[src/rtl/dot_product_feeder.sv]
// Transmit side of the dot-product handshake: streams row/vector chunks plus two
// zero flush beats to the MAC controller, then captures its scalar result.
//
// state         | meaning
// S_IDLE        | waiting for start; degenerate jobs answered from here
// S_WAIT_READY  | holding until the controller raises I_am_ready
// S_FETCH       | chunk read strobe to the slice memory
// S_LOAD        | register masked row/vector chunk onto the buses
// S_FLUSH_LOAD  | load zeros onto both buses
// S_FLUSH_SLOT  | idle slot so flush beats cost the same as data beats
// S_PRESENT     | outsider_read_now strobe; beat count advances
// S_WAIT_FINISH | waiting for the controller's finish
module dot_product_feeder #(
    parameter int element_width = 32,
    parameter int no_of_units   = 8,
    parameter int max_total     = 128,
    parameter int addr_width    = 4
) (
    input  logic                                 clk,
    input  logic                                 reset,
    input  logic                                 start,
    input  logic [31:0]                          total,
    output logic                                 mem_rd_en,
    output logic [addr_width-1:0]                mem_addr,
    input  logic [element_width*no_of_units-1:0] row_data,
    input  logic [element_width*no_of_units-1:0] vec_data,
    output logic [element_width*no_of_units-1:0] first_row_plus_additional,
    output logic [element_width*no_of_units-1:0] vector2,
    output logic                                 outsider_read_now,
    input  logic                                 I_am_ready,
    input  logic                                 finish,
    input  logic [element_width-1:0]             dot_product_output,
    output logic [element_width-1:0]             result,
    output logic                                 busy,
    output logic                                 done,
    output logic                                 err
);
    localparam int BUS_W = element_width * no_of_units;
    localparam int CNT_W = addr_width + 2;
    localparam int REM_W = (no_of_units > 1) ? $clog2(no_of_units) : 1;

    typedef enum logic [2:0] {
        S_IDLE, S_WAIT_READY, S_FETCH, S_LOAD,
        S_FLUSH_LOAD, S_FLUSH_SLOT, S_PRESENT, S_WAIT_FINISH
    } state_t;

    state_t                     state_q, state_d;
    logic [CNT_W-1:0]           beat_q, beat_d;
    logic [CNT_W-1:0]           n_chunks_q, n_chunks_d;
    logic [REM_W-1:0]           rem_q, rem_d;
    logic [BUS_W-1:0]           row_q, row_d;
    logic [BUS_W-1:0]           vec_q, vec_d;
    logic [element_width-1:0]   result_q, result_d;
    logic                       done_q, done_d;
    logic                       err_q, err_d;

    logic [BUS_W-1:0]           masked_row, masked_vec;
    logic                       last_chunk;
    logic [CNT_W-1:0]           beat_inc;

    assign last_chunk = (beat_q == n_chunks_q - CNT_W'(1));
    assign beat_inc   = beat_q + CNT_W'(1);

    // Lanes beyond the element count in a partial final chunk are zeroed.
    always_comb begin
        masked_row = row_data;
        masked_vec = vec_data;
        if (last_chunk && (rem_q != '0)) begin
            for (int i = 0; i < no_of_units; i++) begin
                if (i >= int'(rem_q)) begin
                    masked_row[i*element_width +: element_width] = '0;
                    masked_vec[i*element_width +: element_width] = '0;
                end
            end
        end
    end

    always_comb begin
        state_d           = state_q;
        beat_d            = beat_q;
        n_chunks_d        = n_chunks_q;
        rem_d             = rem_q;
        row_d             = row_q;
        vec_d             = vec_q;
        result_d          = result_q;
        err_d             = err_q;
        done_d            = 1'b0;
        mem_rd_en         = 1'b0;
        outsider_read_now = 1'b0;

        unique case (state_q)
            S_IDLE: begin
                if (start) begin
                    if (total == 32'd0) begin
                        done_d   = 1'b1;
                        result_d = '0;
                        err_d    = 1'b0;
                    end else if (total > 32'(max_total)) begin
                        err_d  = 1'b1;
                        done_d = 1'b1;
                    end else begin
                        n_chunks_d = CNT_W'((total + 32'(no_of_units - 1)) / 32'(no_of_units));
                        rem_d      = REM_W'(total % 32'(no_of_units));
                        beat_d     = '0;
                        err_d      = 1'b0;
                        state_d    = S_WAIT_READY;
                    end
                end
            end
            S_WAIT_READY: begin
                if (I_am_ready) begin
                    state_d = (beat_q < n_chunks_q) ? S_FETCH : S_FLUSH_LOAD;
                end
            end
            S_FETCH: begin
                mem_rd_en = 1'b1;
                state_d   = S_LOAD;
            end
            S_LOAD: begin
                row_d   = masked_row;
                vec_d   = masked_vec;
                state_d = S_PRESENT;
            end
            S_FLUSH_LOAD: begin
                row_d   = '0;
                vec_d   = '0;
                state_d = S_FLUSH_SLOT;
            end
            S_FLUSH_SLOT: begin
                state_d = S_PRESENT;
            end
            S_PRESENT: begin
                // The strobe cycle also serves as the ready check, which keeps
                // back-to-back beats exactly three cycles apart.
                outsider_read_now = 1'b1;
                beat_d            = beat_inc;
                if (beat_inc < n_chunks_q + CNT_W'(2)) begin
                    if (I_am_ready) begin
                        state_d = (beat_inc < n_chunks_q) ? S_FETCH : S_FLUSH_LOAD;
                    end else begin
                        state_d = S_WAIT_READY;
                    end
                end else begin
                    state_d = S_WAIT_FINISH;
                end
            end
            S_WAIT_FINISH: begin
                if (finish) begin
                    result_d = dot_product_output;
                    done_d   = 1'b1;
                    state_d  = S_IDLE;
                end
            end
            default: state_d = S_IDLE;
        endcase
    end

    always_ff @(posedge clk or negedge reset) begin
        if (!reset) begin
            state_q    <= S_IDLE;
            beat_q     <= '0;
            n_chunks_q <= '0;
            rem_q      <= '0;
            row_q      <= '0;
            vec_q      <= '0;
            result_q   <= '0;
            done_q     <= 1'b0;
            err_q      <= 1'b0;
        end else begin
            state_q    <= state_d;
            beat_q     <= beat_d;
            n_chunks_q <= n_chunks_d;
            rem_q      <= rem_d;
            row_q      <= row_d;
            vec_q      <= vec_d;
            result_q   <= result_d;
            done_q     <= done_d;
            err_q      <= err_d;
        end
    end

    assign mem_addr                  = beat_q[addr_width-1:0];
    assign first_row_plus_additional = row_q;
    assign vector2                   = vec_q;
    assign result                    = result_q;
    assign busy                      = (state_q != S_IDLE);
    assign done                      = done_q;
    assign err                       = err_q;

endmodule

[config.mk]
export PLATFORM = sky130hd
export DESIGN_NAME = dot_product_feeder
export DESIGN_NICKNAME = d
export VERILOG_FILES = /design/src/rtl/dot_product_feeder.sv
export SDC_FILE = /design/constraint.sdc
export NUM_CORES = 1
export LEC_CHECK = 0
export ABC_AREA = 0
export BUFFER_PORTS_ARGS = -buffer_cell sky130_fd_sc_hd__buf_4
export CAP_MARGIN = 20
export CORE_AREA = 4 4 433 435
export CTS_CLUSTER_DIAMETER = 30
export DETAILED_ROUTE_END_ITERATION = 10
export DIE_AREA = 0 0 437 439
export PLACE_DENSITY = 0.39
export SLEW_MARGIN = 20
export SYNTH_ARGS = -nofsm -noshare
export SYNTH_HDL_FRONTEND = slang
export SYNTH_SLANG_ARGS = --single-unit
export TNS_END_PERCENT = 50
[constraint.sdc]
create_clock -name clk -period 3.39 [get_ports clk]
set_clock_uncertainty 0.2 [all_clocks]
set_input_delay 0.339 -clock clk [delete_from_list [all_inputs] [get_ports clk]]
set_output_delay 0.339 -clock clk [all_outputs]
set_load 0.05 [all_outputs]
==> metrics, run 1 <==
run status=finished, final reports clean; Mapped Cells=1869; Sinks on Clock Net=564; Pre-Repair DR Iteration Count=5; vias in the first global route=26232; Detailed Place HPWL=96640 um; Placed Area=0.03467 mm^2; Synth Warn #=0; Post-Syn Area=0.02295 mm^2; number of flops mapped to enable cells by yosys=0; Worst Hold Path Cells=3; crit path buf inv count=5; via count=24529; Max-cap violations=0; Crit Path Max Fanout=4; crit path DAT=3.81 ns; Yosys cell types=54; met1 GRT Util=14.72%; critical path depth=10; worst IR drop on VDD=0.6553 mV; number of buffers created by CTS=187; setup TNS=0 ns; Remaining DRCs=0; Synth Area in Adders=1.145%; most common cell after layout, fill and taps aside=buf_4; FF-to-FF setup slack=0.17 ns; Worst Hold Class=in -> reg; most frequent CP cell=dlygate4sd3_1; initial antenna violation count=8; Most Crowded Layer GR=met2; Least-Margin Pin Slew=1.190 ns; Area Overhead vs Synth=109.5%; Starting Density=12.54%; first-pass GRT wire length=192300 um; fraction of layout cells with a size suffix above 1=39.89%; pwr dens=1179 mW/mm^2; XOR/XNOR Fraction of Synth Area=0.7251%; slowest stage cell on the critical path=dlygate4sd3_1; multiplexer share of the synthesized area=0.2399%; kind of critical path=in -> reg; fin crit period=3.315 ns; ys flop type=dfrtp_1; Avg WL per Cell=21.40 um; nets@finish=4309; fmax=301.7 MHz; final WL=135600 um; worst-skew pair later-pin latency=0.81 ns; #FFs+latches synth=564; CP peak stage delay=0.62 ns; largest family of logic cells by synthesized area=compound AO/OA/AOI/OAI gates; Async SR Flop Fraction=100.0%; syn avg cell area=12.28 um^2; overall routing resource usage=13.50%; Startpoint Class=input port; largest net degree at the start of global routing=166; # setup viols final=0; GRT overflow=0; Syn Nets=2471; Post-Synth Simple-Gate Area=4.869%; clk buf depth=3; IO buf count=1133; Antenna Violating Nets Remaining=0; Final Hold Viols=0; area of the multi-input gates=0.008034 mm^2; die width=437 um; Leak Pwr=22.73 nW; WP data required=3.89 ns; Compound-Gate Fraction of Synth Area=27.72%; M3 GR Usage=4.316%; hold-critical path endpoint=first_row_plus_additional[31]; CP Capture Type=flop; num rows=157; post-route cell area=0.04808 mm^2; Ports=1134; Vias/cell=3.870; Clk Tree Root Cell=clkbuf_16; core area=0.1831 mm^2; CTS tree=yes; die height=439 um; Die ar.=0.1918 mm^2; reg-to-reg startpoint=beat_q[0]; Register Area=0.01411 mm^2; fill count=19171; register area share after synthesis=61.50%; clk slew on worst S/H paths=0.04 ns; crit share post-route=97.78%; H-tree Lvls=4; DRT iter0 DRCs=1442; RR Endpoint=state_q[1]; slew margin rel.=20.69%; Hold Path Origin=row_data[31]; R2R cell count=9; CP cell instances=dlygate4sd3_1, buf_4, nor4_2, dlygate4sd3_1, nand3_1, a211oi_2, nand2_1, dlygate4sd3_1, a21oi_1, dlygate4sd3_1; most frequent cells in the layout=buf_4, dlygate4sd3_1, dfrtp_1; gpl congestion=0.8788; Slew Viols, Final=0; M2 GR Usage=23.85%; CP top delay family=buffers and inverters
==> cell usage after synthesis (all sizes together) (4+ instances only) <==
cell | n | area share (%)
inv | 9 | 0.15
a21oi | 10 | 0.28
nor2 | 12 | 0.20
nor3 | 5 | 0.11
nand2 | 218 | 3.6
dfrtp | 564 | 61
xor2 | 8 | 0.31
nand3 | 6 | 0.13
a211oi | 4 | 0.13
xnor2 | 11 | 0.42
nor2b | 4 | 0.11
mux2 | 4 | 0.20
buf | 78 | 1.8
nor4 | 8 | 0.22
a22oi | 192 | 6.3
ha | 21 | 1.1
o21ai | 15 | 0.34
o211ai | 192 | 6.3
a22o | 352 | 13
clkbuf | 114 | 1.9
==> timing repair <==
action,CTS,global route
hold buffers,641,0
buffers inserted,0,0
hold endpoints to repair,906,0
setup endpoints to repair,0,2
resized for setup,0,3
==> cells by family after synthesis <==
logic type	after synthesis
flip-flops	564
multiplexers	5
AO/OA/AOI/OAI	788
XOR/XNOR	19
adder cells (fa/ha/maj)	21
buffers and inverters	202
AND/OR/NAND/NOR	270
==> sequential cells by signal (all words and copies together) (netlist names) <==
| name | cells |
|---|---|
| beat_q | 6 |
| done | 1 |
| err | 1 |
| first_row_plus_additional | 256 |
| n_chunks_q | 6 |
| rem_q | 3 |
| result | 32 |
| state_q | 3 |
| vector2 | 256 |
==> power by group <==
group	switching [W]	internal, W
combinational	0.0178	0.00853
clock	0.00534	0.0134
sequential	0.00190	0.00966
==> through the flow <==
| step | total power [W] | cells | hold slack [ns] | utilization (%) | worst slack [ns] |
|---|---|---|---|---|---|
| final | 0.05667 | 6338 | 0.1038 | 26.26 | 0.07510 |
| after global routing | 0.05903 | 6336 | 0.03649 | 26.26 | -0.02031 |
| after CTS | 0.05733 | 6332 | 0.0005662 | 26.24 | 0.09235 |
| after detailed placement | 0.03721 | 5341 | 0.2463 | 18.93 | 0.6314 |
| after global placement | 0.03719 | 5341 | 0.2423 | 18.93 | 0.5483 |
| after floorplan | 0.02743 | 1869 | -0.1566 | - | 0.8997 |
==> how the worst max path moves through the flow <==
stage                              end  slack, ns     startpoint
final                       state_q[0]       0.08       total[5]
after global routing        state_q[0]      -0.02       total[5]
after CTS                   state_q[1]       0.09      beat_q[0]
after detailed placement  vector2[163]       0.63  n_chunks_q[1]
after global placement      state_q[1]       0.55      beat_q[0]
after floorplan             state_q[1]       0.90      beat_q[2]
==> tightest hold or removal path: cells and delay by family <==
| family | cells | cell delay, ns |
|---|---|---|
| AO/OA/AOI/OAI | 1 | 0.11 |
| buffers and inverters | 2 | 0.62 |
==> layout make-up <==
cell class	instances	area share, %
repair buffers	1841	32.95
flip-flops and latches	564	29.35
multi-input cells	1103	16.71
clock buffers	265	11.32
well taps	2464	6.412
clock inverters	85	3.149
inverters	10	0.07807
diodes	6	0.03123
==> metal layers <==
metal	vias to the layer above	wire, um
met3	202	9108
met4	2	5646
met2	918	70070
li1	10936	-
met1	12471	50770
met5	-	13
(Power assumes the default switching activity.)
==> inputs of run 2 (changes only) <==
--- a/config.mk
+++ b/config.mk
@@ -17,4 +17,4 @@
 export SYNTH_ARGS = -nofsm -noshare
 export SYNTH_HDL_FRONTEND = slang
 export SYNTH_SLANG_ARGS = --single-unit
-export TNS_END_PERCENT = 50
+export TNS_END_PERCENT = 1
==> constraint.sdc (replaced) <==
create_clock -name clk -period 3.39 [get_ports clk]
set_clock_uncertainty 0.2 [all_clocks]
set_input_delay 0.8475 -clock clk [delete_from_list [all_inputs] [get_ports clk]]
set_output_delay 0.8475 -clock clk [all_outputs]
set_load 0.05 [all_outputs]
==> run 2 against run 1 <==
Compared with the run above:
- clock-buffer cell count decreased by 3
- sequential share of layout area is 2.4 points higher
- setup slack improved by 0.16 ns
- routed wire length decreased by 1.7%
- worst hold slack got worse by 0.0086 ns
- maximum frequency grew 5.2%
- register-to-register slack better by 0.27 ns
- cell area down 7.6%
- flip-flop and latch count unchanged
- total power shrank 3.0%
- die area did not move
- critical path depth shrank 6
- critical path type is now reg -> out
- critical endpoint is now outsider_read_now
- highest routed layer unchanged
==> metrics, run 2 (synthesis gave the netlist of run 1 again) <==
CP cell instances=nor2b_2, nand2_1, clkinv_2, buf_4; number of buffers created by CTS=185; Least-Margin Pin Slew=1.096 ns; setup TNS=0 ns; via count=23204; DRT iter0 DRCs=1285; Avg WL per Cell=22.17 um; Startpoint Class=flop; GRT overflow=0; WP data required=2.34 ns; clk buf depth=3; final WL=133300 um; kind of critical path=reg -> out; CP Capture Type=output port; Starting Density=12.54%; CP top delay family=flip-flops; Detailed Place HPWL=98080 um; fin crit period=3.151 ns; gpl congestion=0.8762; first-pass GRT wire length=186500 um; Clock power frac=32.3%; worst IR drop on VDD=0.6442 mV; Vias/cell=3.858; crit share post-route=92.95%; Post-CTS Setup Bufs=0; overall routing resource usage=13.26%; combinational share of power=46.6%; dpl cells=5350; most frequent cells in the layout=buf_4, dfrtp_1, a22o_1; part of the power in registers=21.1%; fmax=317.4 MHz; worst-skew pair later-pin latency=0.75 ns; Sw Ratio=45.14%; Area Overhead vs Synth=93.62%; Crit Path Max Fanout=11; vias in the first global route=24762; most common cell after layout, fill and taps aside=buf_4; CP peak stage delay=0.47 ns; Sinks on Clock Net=564; Ports=1134; die height=439 um; core area=0.1831 mm^2; num rows=157; Final Hold Viols=0; Die ar.=0.1918 mm^2; slew margin rel.=26.92%; H-tree Lvls=4; initial antenna violation count=18; net switching power=0.02482 W; Antenna Violating Nets Remaining=0; Remaining DRCs=0; Pre-Repair DR Iteration Count=7; Worst Hold Class=in -> reg; die width=437 um; crit path DAT=2.10 ns; crit path buf inv count=2; P_int=0.03016 W; fraction of layout cells with a size suffix above 1=43.45%; largest net degree at the start of global routing=164; Clk Tree Root Cell=clkbuf_16; pwr dens=1237 mW/mm^2; fill count=19682; final cell count without fillers=6014; RSZ-0062 raised after global routing=no; run status=finished, final reports clean; # setup viols final=0; CTS tree=yes; nets@finish=3985; Slew Viols, Final=0; slowest stage cell on the critical path=dfrtp_2; IO buf count=1133; clk slew on worst S/H paths=0.04 ns; Leak Pwr=21.14 nW; Max-cap violations=0
## run 2: cell count changes in the layout (fill, tap and decap cells not counted), moves of 6 or more
cell,delta
bufinv_16,-8
diode_2,+9
buf_4,+14
buf_12,-6
clkbuf_8,-6
dlygate4sd3_1,-330
## run 2: power groups by stage
stage / Combinational (W) / Clock, W / Sequential, W
3_5_place_dp: 0.0256 / 0 / 0.0116
6_report: 0.0256 / 0.0178 / 0.0116
3_3_place_gp: 0.0256 / 0 / 0.0116
5_1_grt: 0.0269 / 0.0186 / 0.0119
4_1_cts: 0.0260 / 0.0182 / 0.0116
2_1_floorplan: 0.00678 / 0 / 0.0206
## run 2: per-stage QoR
step	hold WS [ns]	cell area [um^2]	util, %	setup slack [ns]	power, W
2_1_floorplan	0.3354	22950	-	0.7309	0.02743
3_3_place_gp	0.2765	34670	18.94	0.2518	0.03718
3_5_place_dp	0.2826	34670	18.94	0.3347	0.03719
4_1_cts	0.0001849	44390	24.25	0.04201	0.05574
5_1_grt	0.01401	44430	24.27	0.05040	0.05737
6_report	0.09521	44430	24.27	0.2390	0.05498
## run 2: layer usage
layer / global-route usage [%] / up-vias / wire length [um]
li1: - / 10293 / -
met1: 14.36 / 11735 / 49040
met2: 22.61 / 928 / 68200
met3: 4.962 / 246 / 10170
met4: 6.703 / 2 / 5905
met5: 0.3276 / - / 15
## run 2: path summary, 6_finish.rpt
kind / startpoint / to / slack, ns / depth (start not counted)
hold / removal: vec_data[175] / vector2[175] / 0.1 / 3
max in group asynchronous: reset / vector2[128] / 1.57 / 3
hold reg to reg: err / err / 0.29 / 2
setup / recovery: state_q[1] / outsider_read_now / 0.24 / 4
min in group asynchronous: reset / first_row_plus_additional[14] / 0.38 / 2
setup reg to reg: n_chunks_q[1] / first_row_plus_additional[173] / 0.44 / 10
## run 2: layout make-up
cell class / instances / area, um^2 / area share, %
Tap cell: 2464 / 3083 / 6.938
Clock buffer: 262 / 5329 / 11.99
Multi-Input combinational cell: 1103 / 8023 / 18.06
Sequential cell: 564 / 14110 / 31.77
Clock inverter: 77 / 1284 / 2.889
Inverter: 10 / 38.79 / 0.08729
Antenna cell: 15 / 37.54 / 0.08448
Timing Repair Buffer: 1519 / 12520 / 28.19
## run 2: timing repair
action	CTS	global route
endpoints found under the setup margin	1	2
hold buffers	310	0
gates cloned	0	0
resized for setup	2	2
endpoints found under the hold margin	344	0
## run 2: worst min-delay path, stage by stage
cell and delay [ns]:
buf_4 0.10, a22oi_1 0.06, nand2_1 0.06
==> inputs of run 3 (changes only) <==
--- a/config.mk
+++ b/config.mk
@@ -8,11 +8,10 @@
 export ABC_AREA = 0
 export BUFFER_PORTS_ARGS = -buffer_cell sky130_fd_sc_hd__buf_4
 export CAP_MARGIN = 20
-export CORE_AREA = 4 4 433 435
+export CORE_AREA = 4 4 438 440
 export CTS_CLUSTER_DIAMETER = 30
 export DETAILED_ROUTE_END_ITERATION = 10
-export DIE_AREA = 0 0 437 439
-export PLACE_DENSITY = 0.39
+export DIE_AREA = 0 0 442 444
 export SLEW_MARGIN = 20
 export SYNTH_ARGS = -nofsm -noshare
 export SYNTH_HDL_FRONTEND = slang
==> run 3 against run 2 <==
Compared with the run above:
- setup slack better by 0.024 ns
- clock-buffer cell count is 77 lower
- core utilization is 2.6 points lower
- register-to-register slack hardly changed
- total power is 2.2% lower
- worst hold slack better by 0.011 ns
- flip-flop and latch count stayed put
- largest cell class unchanged
- largest power group unchanged
==> metrics, run 3 (synthesis gave the netlist of run 1 again) <==
run status=finished, final reports clean; Avg WL per Cell=24.12 um; initial antenna violation count=25; slew margin rel.=46.08%; DRT iter0 DRCs=1669; gpl congestion=0.9231; fraction of layout cells with a size suffix above 1=47.34%; Die ar.=0.1962 mm^2; Remaining DRCs=0; post-route cell area=0.04073 mm^2; Routed met1 length=49160 um; Worst Hold Path Cells=2; crit path DAT=2.08 ns; clk slew on worst S/H paths=0.05 ns; nets@finish=3649; Leak Pwr=19.47 nW; R2R cell count=9; fin crit period=3.127 ns; die height=444 um; Pre-Repair DR Iteration Count=6; hold-critical path endpoint=result[11]; Clk Tree Root Cell=clkbuf_16; vias in the first global route=22756; Slew Viols, Final=0; Critical path origin=state_q[1]; Placed Area=0.03470 mm^2; Clock power frac=30.6%; number of buffers created by CTS=154; Antenna Violating Nets Remaining=0; crit share post-route=92.25%; Startpoint Class=flop; most common cell after layout, fill and taps aside=buf_4; GRT overflow=0; RSZ-0062 raised after global routing=no; first-pass GRT wire length=185200 um; Worst Hold Class=in -> reg; H-tree Lvls=4; Hold Path Origin=dot_product_output[11]; most frequent cells in the layout=buf_4, dfrtp_1, a22o_1; Max-cap violations=0; Starting Density=12.23%; reg-to-reg startpoint=n_chunks_q[1]; CP Capture Type=output port; WP data required=2.34 ns; pwr dens=1320 mW/mm^2; combinational share of power=47.3%; setup TNS=0 ns; fill count=20054; RR Endpoint=first_row_plus_additional[167]; part of the power in registers=22.2%; Vias/cell=3.941; Detailed Place HPWL=105500 um; num rows=159; kind of critical path=reg -> out; Least-Margin Pin Slew=0.8087 ns; overall routing resource usage=13.23%; clk buf depth=3; worst-skew pair later-pin latency=0.76 ns; net switching power=0.02478 W; P_int=0.02899 W; core area=0.1876 mm^2; die width=442 um; Post-CTS Setup Bufs=0; Crit Path Max Fanout=11; FF-to-FF setup slack=0.43 ns; Sinks on Clock Net=564; largest net degree at the start of global routing=139; WL met2=71010 um; Sw Ratio=46.08%; final WL=137000 um; fmax=319.8 MHz; # setup viols final=0; CTS tree=yes; IO buf count=1133; highest routed layer=met5; worst IR drop on VDD=0.6591 mV; Final Hold Viols=0; total power=0.05378 W; total met3 wirelength after detailed routing=10900 um; via count=22379; Area Overhead vs Synth=77.47%; Ports=1134
[run 3: cell count changes in the layout (fill, tap and decap cells not counted), moves of 15 or more]
cell	previous run	this run
bufinv_16	22	37
clkbuf_1	36	13
clkbuf_16	185	154
clkbuf_8	41	18
clkinv_2	36	20
dlygate4sd3_1	310	10
[run 3: through the flow]
step | setup WS [ns] | cells | utilization (%) | hold slack [ns]
finish | 0.2626 | 5678 | 21.71 | 0.1057
global route | 0.1182 | 5676 | 21.71 | 0.03531
global placement | 0.04551 | 5376 | 18.49 | 0.2851
detailed placement | 0.04009 | 5376 | 18.50 | 0.2825
floorplan | 0.7309 | 1869 | - | 0.3354
CTS | 0.002061 | 5670 | 21.69 | 0.0004561
[run 3: power groups by stage]
| stage | clock (W) | sequential [W] | combinational, W |
|---|---|---|---|
| after floorplan | 0 | 0.0206 | 0.00678 |
| after CTS | 0.0168 | 0.0118 | 0.0259 |
| after detailed placement | 0 | 0.0118 | 0.0258 |
| after global routing | 0.0172 | 0.0122 | 0.0266 |
| final | 0.0164 | 0.0119 | 0.0254 |
| after global placement | 0 | 0.0118 | 0.0255 |
[run 3: how the worst max path moves through the flow]
stage,to,slack [ns],cells past startpoint
after floorplan,rem_q[0],0.73,5
after global placement,first_row_plus_additional[177],0.05,7
after detailed placement,rem_q[2],0.04,7
after CTS,outsider_read_now,0.002,4
after global routing,outsider_read_now,0.12,4
final,outsider_read_now,0.26,4
[run 3: cell type report]
| class | count | area, um^2 | share of cell area, % |
|---|---|---|---|
| inverter | 10 | 41.29 | 0.1014 |
| tap | 2495 | 3122 | 7.665 |
| multi-input combinational | 1103 | 8028 | 19.71 |
| sequential | 564 | 14110 | 34.66 |
| antenna | 8 | 20.02 | 0.04915 |
| clock buffer | 185 | 4150 | 10.19 |
| clock inverter | 99 | 1743 | 4.279 |
| timing repair buffer | 1214 | 9509 | 23.35 |
[run 3: per-layer routing]
metal / vias up / global-route usage [%]
li1: 9602 / -
met1: 11477 / 14.34
met2: 1070 / 23.24
met3: 214 / 4.562
met4: 16 / 5.973
met5: - / 0
[run 3: what timing repair did]
action | in CTS | in global routing
setup endpoints to repair | 1 | 2
hold buffers | 10 | 0
resized for setup | 1 | 4
hold endpoints to repair | 32 | 0
cloned | 0 | 0
[run 3: critical path, stage by stage (launching register included)]
cell and delay [ns]:
dfrtp_2 0.45, nor2b_2 0.27, nand2_2 0.17, clkinvlp_4 0.22, buf_4 0.24
